[src/rtl/pong_pkg.sv]
// rtl/pong_pkg.sv - shared state and LED encodings for the pong game controller
package pong_pkg;

  typedef enum logic [2:0] {
    ST_IDLE  = 3'd0,
    ST_SERVE = 3'd1,
    ST_PLAY  = 3'd2,
    ST_POINT = 3'd3,
    ST_OVER  = 3'd4
  } state_t;

  localparam logic [3:0] LED_IDLE  = 4'b0000;
  localparam logic [3:0] LED_SERVE = 4'b0001;
  localparam logic [3:0] LED_PLAY  = 4'b0010;
  localparam logic [3:0] LED_POINT = 4'b0100;
  localparam logic [3:0] LED_OVER  = 4'b1000;

  // The OVER pattern carries the winner in bit 0 (1 = player B).
  function automatic logic [3:0] led_code(input state_t st, input logic b_won);
    case (st)
      ST_SERVE: return LED_SERVE;
      ST_PLAY:  return LED_PLAY;
      ST_POINT: return LED_POINT;
      ST_OVER:  return LED_OVER | {3'b000, b_won};
      default:  return LED_IDLE;
    endcase
  endfunction

endpackage

[src/rtl/pong_game_ctrl_if.sv]
// rtl/pong_game_ctrl_if.sv - frame pacing, miss reports and ball controls to the datapath
interface pong_game_ctrl_if;
  logic FRAME_TICK;
  logic MISS_A;
  logic MISS_B;
  logic BALL_RUN;
  logic BALL_INIT;
  logic SERVE_DIR;

  modport master (
    input  FRAME_TICK,
    input  MISS_A,
    input  MISS_B,
    output BALL_RUN,
    output BALL_INIT,
    output SERVE_DIR
  );

  modport slave (
    output FRAME_TICK,
    output MISS_A,
    output MISS_B,
    input  BALL_RUN,
    input  BALL_INIT,
    input  SERVE_DIR
  );
endinterface

[src/rtl/pong_btn_sync.sv]
// rtl/pong_btn_sync.sv - button synchroniser with frame-rate debounce and press pulse
module pong_btn_sync (
  input  logic CLK,
  input  logic RST,
  input  logic FRAME_TICK,
  input  logic button,
  output logic press
);

  logic sync1;
  logic sync2;
  logic sample;

  // Sampling only on frame ticks filters bounce shorter than one frame.
  always_ff @(posedge CLK) begin
    if (!RST) begin
      sync1  <= 1'b1;
      sync2  <= 1'b1;
      sample <= 1'b1;
    end else begin
      sync1 <= button;
      sync2 <= sync1;
      if (FRAME_TICK) begin
        sample <= sync2;
      end
    end
  end

  assign press = FRAME_TICK & sample & ~sync2;

endmodule

[src/rtl/pong_game_ctrl.sv]
// rtl/pong_game_ctrl.sv - game-flow sequencer: serve, rally, point pause, game over
module pong_game_ctrl
  import pong_pkg::*;
#(
  parameter int unsigned WIN_SCORE    = 5,
  parameter int unsigned SCORE_W      = 4,
  parameter int unsigned SERVE_FRAMES = 60,
  parameter int unsigned POINT_FRAMES = 30,
  parameter int unsigned FCNT_W       = 8
) (
  input  logic                  CLK,
  input  logic                  RST,
  input  logic                  Button_A,
  input  logic                  Button_B,
  pong_game_ctrl_if.master      game,
  output logic [SCORE_W-1:0]    SCORE_A,
  output logic [SCORE_W-1:0]    SCORE_B,
  output logic [2:0]            STATE,
  output logic [3:0]            LED
);

  localparam logic [FCNT_W-1:0]  SERVE_LAST = FCNT_W'(SERVE_FRAMES - 1);
  localparam logic [FCNT_W-1:0]  POINT_LAST = FCNT_W'(POINT_FRAMES - 1);
  localparam logic [SCORE_W-1:0] WIN       = SCORE_W'(WIN_SCORE);

  state_t             state_q, state_n;
  logic [FCNT_W-1:0]  fcnt_q, fcnt_n;
  logic [SCORE_W-1:0] score_a_q, score_a_n;
  logic [SCORE_W-1:0] score_b_q, score_b_n;
  logic               ball_run_q, ball_run_n;
  logic               ball_init_q, ball_init_n;
  logic               serve_dir_q, serve_dir_n;
  logic [3:0]         led_q, led_n;

  logic press_a;
  logic press_b;
  logic tick;
  logic miss_a;
  logic miss_b;
  logic game_won;

  pong_btn_sync u_btn_a (
    .CLK        (CLK),
    .RST        (RST),
    .FRAME_TICK (game.FRAME_TICK),
    .button     (Button_A),
    .press      (press_a)
  );

  pong_btn_sync u_btn_b (
    .CLK        (CLK),
    .RST        (RST),
    .FRAME_TICK (game.FRAME_TICK),
    .button     (Button_B),
    .press      (press_b)
  );

  assign tick     = game.FRAME_TICK;
  assign miss_a   = game.MISS_A;
  assign miss_b   = game.MISS_B;
  assign game_won = (score_a_q == WIN) || (score_b_q == WIN);

  always_ff @(posedge CLK) begin
    if (!RST) begin
      state_q     <= ST_IDLE;
      fcnt_q      <= '0;
      score_a_q   <= '0;
      score_b_q   <= '0;
      ball_run_q  <= 1'b0;
      ball_init_q <= 1'b0;
      serve_dir_q <= 1'b0;
      led_q       <= LED_IDLE;
    end else begin
      state_q     <= state_n;
      fcnt_q      <= fcnt_n;
      score_a_q   <= score_a_n;
      score_b_q   <= score_b_n;
      ball_run_q  <= ball_run_n;
      ball_init_q <= ball_init_n;
      serve_dir_q <= serve_dir_n;
      led_q       <= led_n;
    end
  end

  always_comb begin
    state_n = state_q;
    case (state_q)
      ST_IDLE:  if (press_a || press_b) state_n = ST_SERVE;
      ST_SERVE: if (tick && fcnt_q == SERVE_LAST) state_n = ST_PLAY;
      ST_PLAY:  if (miss_a || miss_b) state_n = ST_POINT;
      ST_POINT: if (tick && fcnt_q == POINT_LAST) state_n = game_won ? ST_OVER : ST_SERVE;
      ST_OVER:  if (press_a || press_b) state_n = ST_IDLE;
      default:  state_n = ST_IDLE;
    endcase
  end

  always_comb begin
    score_a_n   = score_a_q;
    score_b_n   = score_b_q;
    serve_dir_n = serve_dir_q;
    ball_init_n = 1'b0;

    // A tick landing on a transition edge belongs to the old state, so it is dropped.
    if (state_n != state_q) begin
      fcnt_n = '0;
    end else if (tick && (state_q == ST_SERVE || state_q == ST_POINT)) begin
      fcnt_n = fcnt_q + 1'b1;
    end else begin
      fcnt_n = fcnt_q;
    end

    case (state_q)
      ST_IDLE: begin
        if (press_a || press_b) begin
          score_a_n   = '0;
          score_b_n   = '0;
          ball_init_n = 1'b1;
          serve_dir_n = press_a;
        end
      end
      ST_PLAY: begin
        if (miss_a && !miss_b) begin
          score_b_n   = score_b_q + 1'b1;
          serve_dir_n = 1'b0;
        end else if (miss_b && !miss_a) begin
          score_a_n   = score_a_q + 1'b1;
          serve_dir_n = 1'b1;
        end
      end
      ST_POINT: begin
        if (state_n == ST_SERVE) begin
          ball_init_n = 1'b1;
        end
      end
      default: ;
    endcase

    ball_run_n = (state_n == ST_PLAY);
    led_n      = led_code(state_n, score_b_n == WIN);
  end

  assign game.BALL_RUN  = ball_run_q;
  assign game.BALL_INIT = ball_init_q;
  assign game.SERVE_DIR = serve_dir_q;
  assign SCORE_A        = score_a_q;
  assign SCORE_B        = score_b_q;
  assign STATE          = state_q;
  assign LED            = led_q;

endmodule

[src/flat_wrapper.sv]
// flat-port wrapper written by rule: the top's interface ports become plain ports
module pong_game_ctrl_flat import pong_pkg::*;
#(
  parameter int unsigned WIN_SCORE    = 5,
  parameter int unsigned SCORE_W      = 4,
  parameter int unsigned SERVE_FRAMES = 60,
  parameter int unsigned POINT_FRAMES = 30,
  parameter int unsigned FCNT_W       = 8
)
  (CLK, RST, Button_A, Button_B, SCORE_A, SCORE_B, STATE, LED, game_FRAME_TICK, game_MISS_A, game_MISS_B, game_BALL_RUN, game_BALL_INIT, game_SERVE_DIR);
  pong_game_ctrl_if game_i ();
  input  logic CLK;
  input  logic RST;
  input  logic Button_A;
  input  logic Button_B;
  output logic [SCORE_W-1:0] SCORE_A;
  output logic [SCORE_W-1:0] SCORE_B;
  output logic [2:0] STATE;
  output logic [3:0] LED;
  input wire logic [$bits(game_i.FRAME_TICK)-1:0] game_FRAME_TICK;
  input wire logic [$bits(game_i.MISS_A)-1:0] game_MISS_A;
  input wire logic [$bits(game_i.MISS_B)-1:0] game_MISS_B;
  output wire logic [$bits(game_i.BALL_RUN)-1:0] game_BALL_RUN;
  output wire logic [$bits(game_i.BALL_INIT)-1:0] game_BALL_INIT;
  output wire logic [$bits(game_i.SERVE_DIR)-1:0] game_SERVE_DIR;
  assign game_i.FRAME_TICK = game_FRAME_TICK;
  assign game_i.MISS_A = game_MISS_A;
  assign game_i.MISS_B = game_MISS_B;
  assign game_BALL_RUN = game_i.BALL_RUN;
  assign game_BALL_INIT = game_i.BALL_INIT;
  assign game_SERVE_DIR = game_i.SERVE_DIR;
  pong_game_ctrl #(.WIN_SCORE(WIN_SCORE), .SCORE_W(SCORE_W), .SERVE_FRAMES(SERVE_FRAMES), .POINT_FRAMES(POINT_FRAMES), .FCNT_W(FCNT_W)) u_core (.CLK(CLK), .RST(RST), .Button_A(Button_A), .Button_B(Button_B), .game(game_i), .SCORE_A(SCORE_A), .SCORE_B(SCORE_B), .STATE(STATE), .LED(LED));
endmodule
[config.mk]
export PLATFORM = sky130hd
export DESIGN_NAME = pong_game_ctrl_flat
export DESIGN_NICKNAME = d
export VERILOG_FILES = /design/src/rtl/pong_pkg.sv /design/src/rtl/pong_game_ctrl_if.sv /design/src/rtl/pong_btn_sync.sv /design/src/rtl/pong_game_ctrl.sv /design/src/flat_wrapper.sv
export SDC_FILE = /design/constraint.sdc
export NUM_CORES = 1
export LEC_CHECK = 0
export CORE_ASPECT_RATIO = 0.9
export CORE_MARGIN = 1
export CORE_UTILIZATION = 58
export CTS_BUF_LIST = sky130_fd_sc_hd__clkbuf_2 sky130_fd_sc_hd__clkbuf_4 sky130_fd_sc_hd__clkbuf_8
export CTS_CLUSTER_SIZE = 16
export DETAILED_ROUTE_END_ITERATION = 10
export PLACE_DENSITY = 0.91
export SLEW_MARGIN = 20
export SYNTH_ARGS = -nofsm -noshare
export SYNTH_HDL_FRONTEND = slang
export SYNTH_SLANG_ARGS = --single-unit
[constraint.sdc]
create_clock -name CLK -period 5.8 [get_ports CLK]
set_input_delay 1.74 -clock CLK [delete_from_list [all_inputs] [get_ports CLK]]
set_output_delay 1.74 -clock CLK [all_outputs]
set_load 0.005 [all_outputs]
# Yosys cells after proc, flatten, opt, wreduce, memory -nomap -nowiden
# Cells that the tools add are included.
# Widths: inputs -> output; s select.
[classes]
add_sub_neg = 3
eq_ne = 18
muxes = 22
bitwise = 7
reduce_logical = 16
[ops]
columns = ["operator", "n"]
rows = [
  ["$mux 4", 5],
  ["$mux 3", 6],
  ["$pmux 4 s2", 2],
  ["$pmux 4 s4", 1],
  ["$pmux 3 s5", 1],
  ["$eq 3x2->1 const B", 4],
  ["$eq 4x3->1 const B", 3],
  ["$add 4x1->4 const B", 2],
  ["$add 8x1->8 const B", 1],
  ["$eq 8x5->1 const B", 1],
  ["$eq 8x6->1 const B", 1],
  ["$eq 3x1->1 const B", 2],
  ["$eq 3x3->1 const B", 2],
  ["$logic_and 1x1->1", 5],
  ["$mux 1", 5],
  ["$and 1x1->1", 4],
  ["$logic_or 1x1->1", 4],
  ["$ne 2x1->1 const B", 2],
  ["$pmux 1 s2", 2],
  ["$reduce_and 4->1", 1],
  ["$logic_not 3->1", 1],
  ["$ne 3x1->1 const B", 1],
  ["$ne 3x3->1", 1],
  ["$not 1->1", 3],
  ["other kinds (5)", 6],
]
[totals]
regBits = 32
inputBits = 7
output_inout_bits = 18
elab_cells = 80

# Depth between registers and ports, before layout
# Gate-level depths: netlist of the first run.
[logic_depth]
ltp_word = 8
depth_mapped = 8

# Cells and area by module
# A second synthesis of the first run with hierarchy kept.
[unflattened]
hier_cells = 172
hier_area_um2 = 1595.3
[modules_own_cells]
columns = ["mod", "n_inst", "cells_each", "area_per_inst_um2"]
rows = [
  ["pong_game_ctrl", 1, 156, 1402.6],
  ["pong_btn_sync", 2, 8, 96.3],
]

# Worst setup path after synthesis of the first run
# No wires, ideal clock.
[synth_path]
path_kind = "input port to flip-flop"
start = "in game_FRAME_TICK"
end = "reg u_core.led_q[0], in the netlist u_core.LED[0]"
setup_time_ns = 0.087
t_arrival_ns = 3.442
setup_slack_ns = 2.272
cell_stages = 7
n_path_buf = 1
path_cell_list = "buf_4 > or3b_4 > nor4_4 > and2b_1 > a21oi_1 > or4b_1 > a221oi_2"
[synth_via]
elab_chain_len = 7
word_cells_on_any_way = 20
cone_classes = "eq/ne: 5; mux: 8; bitwise: 4; reduce/logical: 3"
[synth_rtl]
columns = ["element", "line", "text"]
rows = [
  ["start: declaration", "flat_wrapper.sv:20", "input wire logic [$bits(game_i.FRAME_TICK)-1:0] game_FRAME_TICK;"],
  ["$and 1x1->1 (2 in series)", "pong_btn_sync.sv:29", "assign press = FRAME_TICK & sample & ~sync2;"],
  ["$logic_or 1x1->1", "pong_game_ctrl.sv:88, pong_game_ctrl.sv:92, pong_game_ctrl.sv:114", ""],
  ["$mux 3, or another cell as far along", "pong_game_ctrl.sv:92", "ST_OVER: if (press_a || press_b) state_n = ST_IDLE;"],
  ["$pmux 3 s5 / $pmux 4 s2 (equally long branches)", "pong_game_ctrl.sv:87, pong_game_ctrl.sv:112", ""],
  ["$eq 3x3->1, or another cell as far along", "pong_pkg.sv:20", "case (st)"],
  ["$pmux 4 s4 *", "pong_pkg.sv:20", ""],
  ["end signal: assignment", "pong_game_ctrl.sv:81", "led_q <= led_n;"],
  ["end: declaration", "pong_game_ctrl.sv:33", "logic [3:0] led_q, led_n;"],
]
# Mark *: on every way between the ends. The rest lies on a longest branch, timed or not.
# A chain may end at the register's enable or synchronous reset.

# Worst setup path in the final report of the first run
# Ends and elaborated chain as after synthesis.

==> impl_metrics.toml, run 1 <==
[clock_network]
cts-htree-levels = 2
cts-root-buf = "clkbuf_4"
tritoncts.num_buffers = 5
clkLatencyLatePin_ps = 340
tritoncts = "yes"
post_cts_buffers = 0
postCtsHoldBufs = 0
clockBufferDepth = 2
cts.clk_slew.worst_paths_ps = 100
cts_resized = 0
cts_sinks = 31

[timing]
finClkSkew_ps = 10.9
fin_tns_setup_ps = 0
timing_hold_violations_final = 0
worstMarginPinSlew_ps = 824
maxSlewViolCount = 0
slew_headroom = 0.436
fin_crit_sh = 0.673
finalCriticalPeriod_ps = 3900
grt_setup_unrepaired = "false"
fmax_ghz = 0.256
setup_ws_post_layout_ps = 1900
setup_violations = 0

[critical_path]
timing_worst_setup_path_type = "input pin to flop"
critPathSlowestCell = "clkdlybuf4s50_1"
critical_path_depth = 7
critical_path_peak_fanout = 7
critical_path.endpoint_type = "flop"
crit_buf_inv = 1
crit_family = "simple AND/OR/NAND/NOR gates"
cp-start-kind = "input pin"
critical_path_required_ps = 6050
worst-endpoint-arrival_ps = 4150
critical-path-max-stage-delay_ps = 620
rr_worst_depth = 6
worstPathCellList = "clkdlybuf4s50_1 > or3b_4 > nor4_4 > and2b_1 > a21oi_1 > or4b_1 > a221oi_2"

[route]
detail_route.vias_per_cell = 5.92
detailedRoute.firstIterationViolations = 35
drt_drc_violations_left = 0
ant_nets = 0
route.vias.total = 1302
totalWireLength_um = 3120
routed_wire_length_per_instance_um = 14.2
drt_first_pass_iters = 4

[floorplanning]
design.die.area_um2 = 2730
core_um2 = 2280
rows = 16
vertical_die_dimension_um = 49.7
io_pins = 25
starting_density_of_the_core = 0.641
chipWidth_um = 55.0

[yosys]
synthArstFlopShare = 0
synth_area_um2 = 1460
yosys.area.top_type = "dfxtp_1"
number_of_synthesized_flops_with_an_enable_pin = 0
synth_commonest_cells = "dfxtp_1, nor2_1, nand2_1"
seq_area_frac_synth = 0.424
avgSynthCellArea_um2 = 8.71
mappedNetlistNets = 181
ys_seq_elements = 31
synth_top_area_frac = 0.424
synth.lib_cells_used.distinct = 42
yosysWarningCount = 0
synth_ff_type = "dfxtp_1"
synth_cells = 168
synthTopCellsByArea = "dfxtp_1, nor2_1, ha_1"
synth_most_common_cell = "dfxtp_1"

[cells_and_area]
layout-area-overhead-vs-synth_pct = 21.3
layout.cells.non_filler = 220
final_net_count = 205
fraction_of_final_layout_cells_sized_beyond_drive_strength_1 = 0.0622
layout.area.seq_um2 = 621
combined_area_of_the_multi_input_logic_cells_um2 = 778
diodes = 0
fillers = 166

[pwr]
power.static_leakage_uw = 0.000658
intPower_uw = 304
clockPowerShare = 0.376
peakVddDrop_v = 0.000196
power.share.combinational = 0.067
power.net_switching_uw = 89.1
power.switching_fraction = 0.227
p_per_area_nw_per_um2 = 221
sequentialPowerShare = 0.556

[global_routing]
grt_use_total = 0.272
antenna_found_initial = 0
grt_pass1_wl_um = 5300
grt.overflow.total = 0
grt_max_degree = 14
number_of_global_route_vias_before_repair = 1216

[placement]
pre_cts_slack_ps = 1580
placed_cells = 212
gp_congestion = 0.856
port-buffer-count = 24
hpwl_um = 2270

[min_path]
worst_hold_path_type = "flop to flop"
min_delay_path_depth = 1

[status]
result_of_the_run = "finished, final reports clean"

[job]
maxCapViolations = 0
==> routing by layer <==
metal / up-vias / routed length (um) / track usage
li1: 631 / - / -
met1: 619 / 1410 / 0.326
met2: 44 / 1470 / 0.442
met3: 8 / 180 / 0.0741
met4: 0 / 55 / 0.117
met5: - / 0 / 0
==> logic make-up after synthesis <==
family / share of synthesized area
AO/OA/AOI/OAI: 0.121
XOR/XNOR: 0.0538
adder cells (fa/ha/maj): 0.0513
buffers and inverters: 0.0444
flip-flops: 0.424
multiplexers: 0.0137
AND/OR/NAND/NOR: 0.291
==> area by class of cell <==
| cell class | count | area share |
|---|---|---|
| Tap cell | 27 | 0.0190 |
| Inverter | 8 | 0.0169 |
| Timing Repair Buffer | 24 | 0.135 |
| Sequential cell | 31 | 0.350 |
| Clock buffer | 8 | 0.0409 |
| Multi-Input combinational cell | 122 | 0.438 |
==> worst reg2reg max path, stage by stage, from the launching register on <==
cell and delay [ps]:
dfxtp_1 580, nor2b_1 330, nand3_1 240, nor3b_1 260, a41oi_1 80, or4b_1 570, a221oi_2 260
==> worst paths after layout <==
path / from / end / slack [ps]
worst max-delay path: game_FRAME_TICK / u_core.LED[0] / 1900
worst min-delay path: u_core.u_btn_a.sync1 / u_core.u_btn_a.sync2 / 420
worst max register to register: u_core.STATE[1] / u_core.LED[0] / 3390
worst min register to register: u_core.u_btn_a.sync1 / u_core.u_btn_a.sync2 / 420
==> flip-flops by register name (all words and copies together), names as in the netlist <==
| name | cells |
|---|---|
| u_core.game.SERVE_DIR | 1 |
| u_core.game.BALL_INIT | 1 |
| u_core.fcnt_q | 8 |
| u_core.u_btn_b.sample | 1 |
| u_core.u_btn_b.sync1 | 1 |
| u_core.SCORE_A | 4 |
| u_core.u_btn_a.sync2 | 1 |
| u_core.SCORE_B | 4 |
| u_core.u_btn_b.sync2 | 1 |
| u_core.LED | 4 |
| u_core.STATE | 3 |
| u_core.u_btn_a.sync1 | 1 |
| u_core.u_btn_a.sample | 1 |
==> power groups by stage <==
stage	combinational [uW]	sequential [uW]	clock, uW
floorplan	17.4	222	0
global placement	25.6	223	0
detailed placement	26.1	224	0
CTS	26.5	219	149
global route	29.4	219	161
finish	26.5	219	148
==> cells in the final DEF, fill, tap and decap left out, drive strengths merged, types with 4 or more instances in the layout <==
master / synthesis / final
nand2b: 5 / 5
ha: 6 / 6
dfxtp: 31 / 31
nand3: 8 / 8
xor2: 6 / 6
nor2: 24 / 24
nand2: 13 / 13
a21oi: 6 / 6
clkbuf: 4 / 8
a31oi: 5 / 5
inv: 8 / 8
nand4: 5 / 5
nor2b: 5 / 5
o21ai: 4 / 4
clkdlybuf4s50: 0 / 24
==> stage by stage <==
step	power [uW]	area [um2]	util	hold slack (ps)
2_1_floorplan	240	1460	-	386
3_3_place_gp	249	1700	0.746	397
3_5_place_dp	250	1700	0.746	398
4_1_cts	394	1780	0.778	426
5_1_grt	409	1780	0.778	444
6_report	393	1780	0.778	423
Note: power is estimated with default switching activity, not from simulation.
==> inputs of run 2 (changes only) <==
--- a/config.mk
+++ b/config.mk
@@ -7,11 +7,11 @@
 export LEC_CHECK = 0
 export CORE_ASPECT_RATIO = 0.9
 export CORE_MARGIN = 1
-export CORE_UTILIZATION = 58
+export CORE_UTILIZATION = 54
 export CTS_BUF_LIST = sky130_fd_sc_hd__clkbuf_2 sky130_fd_sc_hd__clkbuf_4 sky130_fd_sc_hd__clkbuf_8
 export CTS_CLUSTER_SIZE = 16
 export DETAILED_ROUTE_END_ITERATION = 10
-export PLACE_DENSITY = 0.91
+export PLACE_DENSITY = 0.86
 export SLEW_MARGIN = 20
 export SYNTH_ARGS = -nofsm -noshare
 export SYNTH_HDL_FRONTEND = slang
==> constraint.sdc (replaced) <==
create_clock -name CLK -period 3.7 [get_ports CLK]
set_input_delay 1.11 -clock CLK [delete_from_list [all_inputs] [get_ports CLK]]
set_output_delay 1.11 -clock CLK [all_outputs]
set_load 0.005 [all_outputs]
==> impl_metrics.toml, run 2 (synthesis results as in run 1) <==
[critical_path]
timing_worst_setup_path_type = "input pin to flop"
critical_path_peak_fanout = 4
worstPathCellList = "clkdlybuf4s50_1 > or3b_4 > nor4_4 > and2b_1 > a21oi_1 > or4b_1 > a221oi_2"
critical-path-max-stage-delay_ps = 510
crit_buf_inv = 1
reg2reg_slack_ps = 1260
cp-start-kind = "input pin"
rr_worst_depth = 6
timing.rr.end = "u_core.LED[0]"
critical_path.endpoint_type = "flop"
critical_path_required_ps = 3950
critPathSlowestCell = "or4b_1"
worst-endpoint-arrival_ps = 3280
r2r_start = "u_core.STATE[0]"
crit_family = "simple AND/OR/NAND/NOR gates"

[cells_and_area]
diodes = 0
final_cell_area_um2 = 1810
utilization = 0.720
final_common_cell = "dfxtp_1"
fillers = 189
final_net_count = 209
largest_reg_flops = 8
largest_register_by_flop_count = "u_core.fcnt_q"
layout-area-overhead-vs-synth_pct = 23.4
final_cell_mix = "dfxtp_1, nor2_1, clkdlybuf4s50_1"
fraction_of_final_layout_cells_sized_beyond_drive_strength_1 = 0.0812

[min_path]
hold_path_sink = "u_core.u_btn_a.sync2"
min_delay_path_depth = 1
worst_hold_path_type = "flop to flop"
min-delay-start = "u_core.u_btn_a.sync1"

[route]
routed_wire_length_per_instance_um = 13.8
detail_route.vias_per_cell = 5.65
m1WireLength_um = 1390
detailedRoute.firstIterationViolations = 59
ant_nets = 0
topRoutingLayerUsed = "met4"
totalWireLength_um = 3120
drt_drc_violations_left = 8
dr_wl_met3_um = 177
route.vias.total = 1271
met2_length_um = 1510
drt_first_pass_iters = 7

[placement]
placed_area_um2 = 1730
pre_cts_slack_ps = 333
gp_congestion = 0.909
hpwl_um = 2300
port-buffer-count = 24

[clock_network]
clockBufferDepth = 2
postCtsHoldBufs = 0
cts-root-buf = "clkbuf_4"
tritoncts = "yes"
clkLatencyLatePin_ps = 330
cts-htree-levels = 2
cts.clk_slew.worst_paths_ps = 90
tritoncts.num_buffers = 5
post_cts_buffers = 0
cts_resized = 0
cts_sinks = 31

[timing]
fin_tns_setup_ps = 0
fin_crit_sh = 0.820
fmax_ghz = 0.330
worstMarginPinSlew_ps = 781
maxSlewViolCount = 0
setup_ws_post_layout_ps = 668
grt_setup_unrepaired = "false"
timing_hold_violations_final = 0
setup_violations = 0
slew_headroom = 0.479
finalCriticalPeriod_ps = 3030
finClkSkew_ps = 12.1

[floorplanning]
design.die.area_um2 = 2920
starting_density_of_the_core = 0.583
chipWidth_um = 56.9
core_um2 = 2510
io_pins = 25
rows = 17
vertical_die_dimension_um = 51.4

[pwr]
peakVddDrop_v = 0.000279
power.static_leakage_uw = 0.000677
p_per_area_nw_per_um2 = 343

[global_routing]
grt_pass1_wl_um = 5230
grt_max_degree = 14
grt_use_total = 0.237
number_of_global_route_vias_before_repair = 1241
antenna_found_initial = 0
grt.overflow.total = 0

[job]
maxCapViolations = 0

[status]
result_of_the_run = "complete, but fails checks"
failed_checks = "design-rule violations"
run 2: worst max path at each step:
stage / from / end / cells past startpoint / slack [ps]
final: game_FRAME_TICK / u_core.LED[0] / 7 / 670
after global routing: game_MISS_B / u_core.LED[0] / 7 / 520
after CTS: game_FRAME_TICK / u_core.LED[0] / 7 / 670
after detailed placement: game_FRAME_TICK / u_core.LED[0] / 7 / 330
after global placement: game_FRAME_TICK / u_core.LED[0] / 7 / 390
after floorplan: game_FRAME_TICK / u_core.LED[0] / 7 / 800
run 2: area by class of cell:
type | count | area, um2 | share of cell area
repair buffers | 28 | 270 | 0.150
clock buffers | 8 | 72.6 | 0.0402
flip-flops and latches | 31 | 621 | 0.343
inverters | 8 | 30.0 | 0.0166
well taps | 28 | 35.0 | 0.0194
multi-input cells | 122 | 778 | 0.431
run 2: stage by stage:
step / hold slack, ps / cells / power (uW)
floorplan: 386 / 168 / 376
global placement: 395 / 217 / 394
detailed placement: 401 / 217 / 395
CTS: 437 / 225 / 623
global route: 461 / 225 / 645
finish: 432 / 225 / 620
run 2: where the power goes:
| group | internal [uW] | switching (uW) |
|---|---|---|
| combinational | 21.9 | 23.3 |
| clock | 119 | 113 |
| sequential | 339 | 4.21 |
| total | 479 | 141 |
run 2: layer usage:
metal / vias up / GRT usage
li1: 640 / -
met1: 584 / 0.284
met2: 41 / 0.398
met3: 6 / 0.0709
met4: 0 / 0.0935
met5: - / 0
